--- src/rtl/ucode_loop_ctrl.sv ---
// Hardware-loop and offset controller: nested zero-overhead loops driven by retired PCs,
// plus a wrapping offset register for the microcode sequencer.
module ucode_loop_ctrl #(
  parameter int NUM_LOOPS    = 3,
  parameter int ITER_WIDTH   = 10,
  parameter int ADDR_WIDTH   = 10,
  parameter int OFFSET_WIDTH = 6,
  localparam int LVL_W = (NUM_LOOPS > 1) ? $clog2(NUM_LOOPS) : 1
) (
  input  logic                    clk_i,
  input  logic                    rst_i,
  input  logic                    flush_i,
  input  logic                    setup_valid_i,
  input  logic [LVL_W-1:0]        setup_level_i,
  input  logic [ITER_WIDTH-1:0]   setup_iter_i,
  input  logic [ADDR_WIDTH-1:0]   setup_end_addr_i,
  input  logic [ADDR_WIDTH-1:0]   setup_pc_i,
  input  logic                    retire_valid_i,
  input  logic [ADDR_WIDTH-1:0]   retire_pc_i,
  input  logic [1:0]              offset_op_i,
  output logic                    jump_o,
  output logic [ADDR_WIDTH-1:0]   jump_target_o,
  output logic [NUM_LOOPS-1:0]    loop_active_o,
  output logic [OFFSET_WIDTH-1:0] offset_o,
  output logic                    err_o
);

  localparam logic [LVL_W:0] NUM_LOOPS_L = (LVL_W + 1)'(NUM_LOOPS);

  logic [NUM_LOOPS-1:0]  active_r;
  logic [ADDR_WIDTH-1:0] start_r     [NUM_LOOPS];
  logic [ADDR_WIDTH-1:0] end_r       [NUM_LOOPS];
  logic [ITER_WIDTH-1:0] remaining_r [NUM_LOOPS];
  logic [OFFSET_WIDTH-1:0] offset_r;
  logic                  err_r;

  logic                  jump_s;
  logic [ADDR_WIDTH-1:0] target_s;
  logic [NUM_LOOPS-1:0]  clear_s;
  logic [NUM_LOOPS-1:0]  dec_s;
  logic                  found_s;
  logic                  level_ok_s;
  logic                  setup_ok_s;
  logic                  setup_err_s;

  // Setup qualification: a zero count or an out-of-range level is rejected and flagged.
  always_comb begin
    level_ok_s  = ({1'b0, setup_level_i} < NUM_LOOPS_L);
    setup_ok_s  = setup_valid_i && (setup_iter_i != {ITER_WIDTH{1'b0}}) && level_ok_s;
    setup_err_s = setup_valid_i && !setup_ok_s;
  end

  // Loop evaluation: innermost first; exhausted levels fall through, the first live one jumps.
  always_comb begin
    jump_s   = 1'b0;
    target_s = {ADDR_WIDTH{1'b0}};
    clear_s  = {NUM_LOOPS{1'b0}};
    dec_s    = {NUM_LOOPS{1'b0}};
    found_s  = 1'b0;
    if (retire_valid_i && !flush_i) begin
      for (int i = 0; i < NUM_LOOPS; i++) begin
        if (!found_s && active_r[i] && (end_r[i] == retire_pc_i)) begin
          if (remaining_r[i] == ITER_WIDTH'(1)) begin
            clear_s[i] = 1'b1;
          end else begin
            dec_s[i] = 1'b1;
            jump_s   = 1'b1;
            target_s = start_r[i];
            found_s  = 1'b1;
          end
        end else begin
          clear_s[i] = clear_s[i];
        end
      end
    end else begin
      jump_s = 1'b0;
    end
  end

  // Per-level state: flush beats setup, and setup beats the evaluation update.
  always_ff @(posedge clk_i or posedge rst_i) begin
    if (rst_i) begin
      active_r <= {NUM_LOOPS{1'b0}};
      for (int i = 0; i < NUM_LOOPS; i++) begin
        start_r[i]     <= {ADDR_WIDTH{1'b0}};
        end_r[i]       <= {ADDR_WIDTH{1'b0}};
        remaining_r[i] <= {ITER_WIDTH{1'b0}};
      end
    end else begin
      for (int i = 0; i < NUM_LOOPS; i++) begin
        if (flush_i) begin
          active_r[i] <= 1'b0;
        end else if (setup_ok_s && (setup_level_i == LVL_W'(i))) begin
          active_r[i]    <= 1'b1;
          start_r[i]     <= setup_pc_i + ADDR_WIDTH'(1);
          end_r[i]       <= setup_end_addr_i;
          remaining_r[i] <= setup_iter_i;
        end else if (clear_s[i]) begin
          active_r[i]    <= 1'b0;
          remaining_r[i] <= {ITER_WIDTH{1'b0}};
        end else if (dec_s[i]) begin
          remaining_r[i] <= remaining_r[i] - ITER_WIDTH'(1);
        end
      end
    end
  end

  // Offset register and error pulse, independent of the loop levels.
  always_ff @(posedge clk_i or posedge rst_i) begin
    if (rst_i) begin
      offset_r <= {OFFSET_WIDTH{1'b0}};
      err_r    <= 1'b0;
    end else begin
      err_r <= setup_err_s;
      case (offset_op_i)
        2'b01:   offset_r <= {OFFSET_WIDTH{1'b0}};
        2'b10:   offset_r <= offset_r + OFFSET_WIDTH'(1);
        2'b11:   offset_r <= offset_r - OFFSET_WIDTH'(1);
        default: offset_r <= offset_r;
      endcase
    end
  end

  // The jump path stays combinational so the PC can redirect in the retire cycle.
  assign jump_o        = jump_s;
  assign jump_target_o = target_s;
  assign loop_active_o = active_r;
  assign offset_o      = offset_r;
  assign err_o         = err_r;

endmodule

--- config.mk ---
export PLATFORM = sky130hd
export DESIGN_NAME = ucode_loop_ctrl
export DESIGN_NICKNAME = d
export VERILOG_FILES = /design/src/rtl/ucode_loop_ctrl.sv
export SDC_FILE = /design/constraint.sdc
export NUM_CORES = 1
export LEC_CHECK = 0
export CORE_MARGIN = 2
export CORE_UTILIZATION = 51
export DETAILED_ROUTE_END_ITERATION = 7
export GPL_ROUTABILITY_DRIVEN = 0
export PLACE_DENSITY = 0.77
export REMOVE_ABC_BUFFERS = 1
export SKIP_CTS_REPAIR_TIMING = 1
export SYNTH_ARGS = -nofsm -noshare
export SYNTH_HDL_FRONTEND = slang
export SYNTH_SLANG_ARGS = --single-unit
--- constraint.sdc ---
create_clock -name clk_i -period 3.3 [get_ports clk_i]
set_clock_uncertainty 0.05 [all_clocks]
set_input_delay 0.66 -clock clk_i [delete_from_list [all_inputs] [get_ports clk_i]]
set_output_delay 0.66 -clock clk_i [all_outputs]
set_load 0.1 [all_outputs]
==> impl_results.rst, run 1 <==
.. list-table::
   :header-rows: 1

   * - Metric
     - Value
   * - Status
     - finished with violations
   * - Violations in the final reports
     - negative setup slack
   * - Final worst-path setup slack
     - -88.4 ps
   * - DIE AREA
     - 0.0118 mm2
   * - Core Box Area
     - 0.0107 mm2
   * - CTS tree
     - built
   * - Transition at the pin with the smallest max-transition slack
     - 618 ps
   * - Antenna violations before repair
     - 0
   * - Share of final-layout standard cells stronger than drive strength 1
     - 0.202
   * - Number of vias after detailed routing
     - 5069
   * - Kind of end point of the critical path
     - output pin
   * - Vias in the first global route
     - 4904
   * - Net Switching
     - 1.53 mW
   * - Count of unique library cells instantiated by Yosys
     - 57
   * - Number of buffers created by CTS
     - 9
   * - Number of standard cells after synthesis
     - 605
   * - Sequential-to-total area share from yosys stat
     - 0.449
   * - Share of total power in sequential cells
     - 0.454
   * - Drt wl/cell
     - 17.5 um
   * - Count of pins over their slew limit
     - 0
   * - Number of warnings issued by yosys
     - 0
   * - Die Span X
     - 109 um
   * - Drt drc
     - 0
   * - Remaining max-slew budget at the tightest pin
     - 0.588
   * - Library cell with the largest summed area after synthesis
     - dfrtp_1
   * - Element type at the critical path start
     - register
   * - Largest cells by area after synthesis
     - dfrtp_1 (45%), xnor2_1 (5.2%), nand2_1 (4.6%)
   * - Count of flip-flops with a built-in enable after synthesis
     - 0
   * - Clock root buffer
     - clkbuf_8
   * - I/O pin total
     - 70
   * - Total global routing overflow
     - 0
   * - Aggregate global-route resource usage
     - 0.259
   * - Number of storage elements in the synthesis netlist
     - 100
   * - Total routed wirelength
     - 15.0 mm
   * - CTS H-tree lvls
     - 3
   * - Ratio of final minimum period to clock period
     - 1.03
   * - Worst setup path category
     - reg2out
   * - Area share of the largest cell type after synthesis
     - 0.449
   * - Type of the worst min-delay path
     - reg2reg
   * - Placement Setup Slack
     - -306 ps
   * - Maximum count of clock buffers along a single path
     - 2
   * - Static Leakage
     - 3.09 nW
   * - Async S/R FF share, synth
     - 1.00
   * - Chip Height
     - 109 um
   * - Area of the mapped netlist
     - 0.00557 mm2
   * - Clock network fraction of total power
     - 0.200
   * - Sink Count
     - 100
   * - Via density
     - 5.91
   * - Core Rows
     - 38
   * - Clock Latency Late Sink
     - 380 ps
   * - Starting density of the core
     - 0.519
   * - Final Hold Fails
     - 0
   * - Worst EP required
     - 2590 ps
   * - IR drop worst, VDD
     - 0.000552 V
   * - Placed wire-length estimate
     - 10.5 mm
   * - Worst Path Max Fanout
     - 15
   * - Commonest non-fill, non-tap cell in the layout
     - dfrtp_1
   * - Total power divided by cell area
     - 568 mW/mm2
   * - Post-synthesis area per instance
     - 9.21 um2
   * - Highest-count cells in the layout ignoring fill and taps
     - dfrtp_1 (97), nand2_1 (69), buf_4 (63)
   * - Reported max-cap violation count
     - 0
   * - Setup repair after global routing missed its margin
     - true
   * - Net count, final
     - 773
   * - Crit path arrival time
     - 2680 ps
   * - First-pass detailed-route iteration total
     - 6
   * - First-pass GRT wire length
     - 24.0 mm
   * - Clock slew at the register clock pins of the worst setup and hold paths
     - 100 ps
   * - Fin crit period
     - 3390 ps
   * - Part of the power in combinational logic
     - 0.346
   * - Post-route antenna net violation count
     - 0
   * - Internal power summed over all cells
     - 2.55 mW
   * - Number of antenna repair diodes
     - 0
   * - Most instantiated flip-flop cell in the synthesis netlist
     - dfrtp_1
   * - Drt initial violations
     - 349
   * - Endpoints failing setup
     - 10
   * - Highest attainable clock frequency
     - 0.295 GHz
   * - Pin count of the biggest net entering global routing
     - 49
   * - Accumulated negative setup slack
     - -587 ps
   * - Number of port buffers
     - 69
   * - Proportion of total power due to net switching
     - 0.375
   * - Area growth syn-to-layout
     - 28.9%
## final cells by class
cell class / count / area, um2
fillers: 888 / 3560
multi-input cells: 456 / 2990
flip-flops and latches: 100 / 2510
repair buffers: 125 / 1240
well taps: 140 / 175
clock buffers: 10 / 128
inverters: 20 / 77.6
clock inverters: 6 / 68.8
## metal layers
layer / GRT usage / vias up / part of all wire / wire length [um]
li1: - / 2381 / - / -
met1: 0.341 / 2452 / 0.42 / 6310
met2: 0.440 / 207 / 0.50 / 7450
met3: 0.0422 / 29 / 0.062 / 928
met4: 0.0778 / 0 / 0.019 / 288
met5: 0 / - / 0 / 0
## power by group through the flow
stage	registers [mW]	clock network, mW	logic (mW)
finish	1.85	0.815	1.41
CTS	1.82	0.825	1.32
floorplan	1.97	0	0.753
detailed placement	1.84	0	1.32
global route	1.89	0.868	1.56
global placement	1.82	0	1.26
## state kept, by name (all words and copies together), names as in the netlist
name / flops
remaining_r: 30
start_r: 30
loop_active_o: 3
end_r: 30
err_o: 1
offset_o: 6
## path summary, 6_finish.rpt
check,from,end,slack (ps),depth (start not counted)
min in group asynchronous,rst_i,start_r[19]$_DFFE_PP0P_,570,2
setup reg to reg,remaining_r[26]$_DFFE_PP0P_,remaining_r[4]$_DFFE_PP0P_,500,9
setup / recovery,remaining_r[18]$_DFFE_PP0P_,jump_target_o[7],-90,9
hold / removal,start_r[2]$_DFFE_PP0P_,start_r[2]$_DFFE_PP0P_,450,2
hold reg to reg,start_r[2]$_DFFE_PP0P_,start_r[2]$_DFFE_PP0P_,450,2
max in group asynchronous,rst_i,offset_o[3]$_DFFE_PP0P_,1970,3
## critical path, cell delays in order (launching register included)
cell	delay, ps
dfrtp_1	430
nor4_4	320
and4b_2	320
nor4_2	80
buf_12	150
nor4bb_4	330
buf_4	210
a2bb2oi_1	70
nor2_1	190
buf_12	200
## Yosys cell counts, drive strengths merged (3+ instances only)
cell	count
a21oi	50
a22o	12
a22oi	12
a2bb2oi	13
a31oi	3
and2	6
and3	4
buf	12
clkbuf	18
dfrtp	100
ha	11
inv	19
mux2	22
nand2	69
nand2b	6
nand3	13
nand4	9
nor2	66
nor2b	5
nor3	13
nor4	12
o21ai	31
o22ai	12
o2bb2ai	4
o31ai	5
o41ai	3
or2	3
xnor2	33
xor2	9
## stage by stage
step,utilization,cell area (um2),power (mW),std cells,hold WS (ps)
after floorplan,-,5440,2.72,575,396
after global placement,0.629,6750,3.08,827,414
after detailed placement,0.629,6750,3.16,827,424
after CTS,0.647,6950,3.97,843,448
after global routing,0.668,7180,4.32,857,478
final,0.668,7180,4.08,857,446
## cells by family (layout without fill, tap and decap cells)
kind of cell | after synthesis | in the layout | share of synthesized area
flops | 100 | 100 | 0.449
simple gates | 219 | 220 | 0.188
buf+inv | 50 | 161 | 0.0384
compound gates | 158 | 158 | 0.182
xor+xnor | 42 | 42 | 0.0660
fa+ha+maj | 12 | 12 | 0.0283
mux | 24 | 24 | 0.0480
Note: power is estimated with default switching activity, not from simulation.
==> run 2: changes to the inputs <==
Settings changed: CORE_UTILIZATION 51 to 58, HOLD_SLACK_MARGIN set to 0.06, PLACE_DENSITY 0.77 to 0.83.
Clock period 3.3 ns to 4.4 ns, I/O delays scaled along.
==> impl_results.rst, run 2 (synthesis gave the netlist of run 1 again) <==
.. list-table::
   :header-rows: 1

   * - Metric
     - Value
   * - Status
     - finished, final reports clean (was finished with violations)
   * - Drt drc
     - 0 (unchanged)
   * - Worst setup path category
     - in2out (was reg2out)
   * - Crit path arrival time
     - 3230 ps (was 2680 ps)
   * - Number of port buffers
     - 69 (unchanged)
   * - Reg-to-reg critical path endpoint
     - remaining_r[8]$_DFFE_PP0P_ (was remaining_r[4]$_DFFE_PP0P_)
   * - Static Leakage
     - 2.76 nW (was 3.09 nW)
   * - Non-filler instance count after layout
     - 803 (was 857)
   * - Total routed wirelength
     - 13.7 mm (was 15.0 mm)
   * - Number of antenna repair diodes
     - 0 (unchanged)
   * - Endpoints failing setup
     - 0 (was 10)
   * - Count of pins over their slew limit
     - 0 (unchanged)
   * - Vias in the first global route
     - 4741 (was 4904)
   * - Commonest non-fill, non-tap cell in the layout
     - dfrtp_1 (unchanged)
   * - CP endpoint
     - jump_target_o[5] (was jump_target_o[7])
   * - Worst Path Max Fanout
     - 10 (was 15)
   * - Post-route worst hold slack
     - 442 ps (was 446 ps)
   * - Starting density of the core
     - 0.600 (was 0.519)
   * - Post-route antenna net violation count
     - 0 (unchanged)
   * - Ratio of final minimum period to clock period
     - 0.945
   * - Worst EP required
     - 3470 ps (was 2590 ps)
   * - Total power divided by cell area
     - 438 mW/mm2 (was 568 mW/mm2)
   * - Chip Height
     - 102 um (was 109 um)
   * - Number of vias after detailed routing
     - 4873 (was 5069)
   * - I/O pin total
     - 70 (unchanged)
   * - Cells after DPL
     - 787 (was 827)
   * - Cell count of the worst reg-to-reg path
     - 7 (was 9)
   * - Worst reg-to-reg setup slack
     - 1600 ps (was 500 ps)
   * - Net count, final
     - 730 (was 773)
   * - DIE AREA
     - 0.0104 mm2 (was 0.0118 mm2)
   * - Via density
     - 6.07 (was 5.91)
   * - First-pass GRT wire length
     - 22.9 mm (was 24.0 mm)
   * - Antenna violations before repair
     - 0 (unchanged)
   * - Drt wl/cell
     - 17.1 um (was 17.5 um)
   * - Clock Latency Late Sink
     - 360 ps (was 380 ps)
   * - Element type at the critical path start
     - primary input (was register)
   * - Area growth syn-to-layout
     - 20.6% (was 28.9%)
   * - Clock slew at the register clock pins of the worst setup and hold paths
     - 100 ps (about the same)
   * - Number of buffers created by CTS
     - 9 (unchanged)
   * - Setup repair after global routing missed its margin
     - false (was true)
   * - Kind of end point of the critical path
     - output pin (unchanged)
   * - Startpoint of the most critical register-to-register path
     - remaining_r[24]$_DFFE_PP0P_ (was remaining_r[26]$_DFFE_PP0P_)
   * - Final cell utilization of the core
     - 0.724 (was 0.668)
   * - Accumulated negative setup slack
     - 0 ps (was -587 ps)
   * - Die Span X
     - 102 um (was 109 um)
   * - Type of the worst min-delay path
     - reg2reg (unchanged)
   * - Remaining max-slew budget at the tightest pin
     - 0.333 (was 0.588)
   * - Pin count of the biggest net entering global routing
     - 47 (was 49)
   * - Fin crit period
     - 4160 ps
   * - Drt initial violations
     - 303 (was 349)
   * - First-pass detailed-route iteration total
     - 7 (was 6)
   * - Sink Count
     - 100 (unchanged)
   * - Aggregate global-route resource usage
     - 0.278 (was 0.259)
   * - CTS tree
     - built (unchanged)
   * - IR drop worst, VDD
     - 0.000380 V (was 0.000552 V)
   * - Fill cells
     - 692 (was 888)
   * - Highest attainable clock frequency
     - 0.240 GHz
   * - Placed wire-length estimate
     - 9.70 mm (was 10.5 mm)
   * - Regs by FF count
     - end_r x30, remaining_r x30, start_r x30 (unchanged)
   * - Clock root buffer
     - clkbuf_8 (unchanged)
   * - Beginning of the critical path
     - retire_pc_i[1] (was remaining_r[18]$_DFFE_PP0P_)
   * - Share of final-layout standard cells stronger than drive strength 1
     - 0.108 (was 0.202)
   * - Core Box Area
     - 0.00928 mm2 (was 0.0107 mm2)
   * - Highest-count cells in the layout ignoring fill and taps
     - dfrtp_1 (100), nand2_1 (69), nor2_1 (66) (was dfrtp_1 (97), nand2_1 (69), buf_4 (63))
   * - Total global routing overflow
     - 0 (unchanged)
   * - Transition at the pin with the smallest max-transition slack
     - 998 ps (was 618 ps)
   * - Core Rows
     - 35 (was 38)
   * - Final Hold Fails
     - 0 (unchanged)
   * - Reported max-cap violation count
     - 0 (unchanged)
   * - CTS H-tree lvls
     - 3 (unchanged)
   * - Maximum count of clock buffers along a single path
     - 2 (unchanged)
[run 2: cell count changes in the layout (fill, tap and decap cells not counted), sizes merged]
cell           delta
buf              -52
clkdlybuf4s50    +20
dlymetal6s2s      -9
clkinv            -2
inv               +2
clkbuf            -1
or4               -1
[run 2: per-stage QoR]
step,setup slack (ps),instance area [um2],total power [mW]
floorplan,-532,5440,2.04
global placement,427,6520,2.27
detailed placement,322,6520,2.33
CTS,269,6720,2.95
global route,87.6,6720,3.12
finish,241,6720,2.94
[run 2: worst max-delay path, cell delays in order]
cell,delay (ps)
clkdlybuf4s50_1,510
xnor2_1,280
nand4_1,120
nor3_1,370
nor4bb_1,340
buf_4,240
a2bb2oi_1,80
nor2_1,200
buf_12,210
[run 2: power by group]
group / internal (mW) / switching [mW]
Clock: 0.274 / 0.336
Sequential: 1.16 / 0.215
Combinational: 0.407 / 0.549
Total: 1.84 / 1.10
[run 2: worst min-delay path by stage]
stage	start	to	cells after the start
after floorplan	start_r[1]$_DFFE_PP0P_	start_r[1]$_DFFE_PP0P_	2
after global placement	start_r[2]$_DFFE_PP0P_	start_r[2]$_DFFE_PP0P_	2
after detailed placement	start_r[2]$_DFFE_PP0P_	start_r[2]$_DFFE_PP0P_	2
after CTS	start_r[2]$_DFFE_PP0P_	start_r[2]$_DFFE_PP0P_	2
after global routing	start_r[9]$_DFFE_PP0P_	start_r[9]$_DFFE_PP0P_	2
final	start_r[9]$_DFFE_PP0P_	start_r[9]$_DFFE_PP0P_	2
[run 2: area by class of cell]
type / count / area (um2) / area share
multi-input cells: 455 / 2880 / 0.428
inverters: 20 / 77.6 / 0.0115
well taps: 129 / 161 / 0.0240
repair buffers: 83 / 906 / 0.135
clock inverters: 6 / 73.8 / 0.0110
flip-flops and latches: 100 / 2500 / 0.372
clock buffers: 10 / 128 / 0.0190
[run 2: layer usage]
metal / up-vias / GRT usage / share of wire
met2: 191 / 0.466 / 0.50
met5: - / 0 / 0
met4: 0 / 0.0913 / 0.020
met3: 31 / 0.0568 / 0.058
met1: 2357 / 0.364 / 0.42
li1: 2294 / - / -
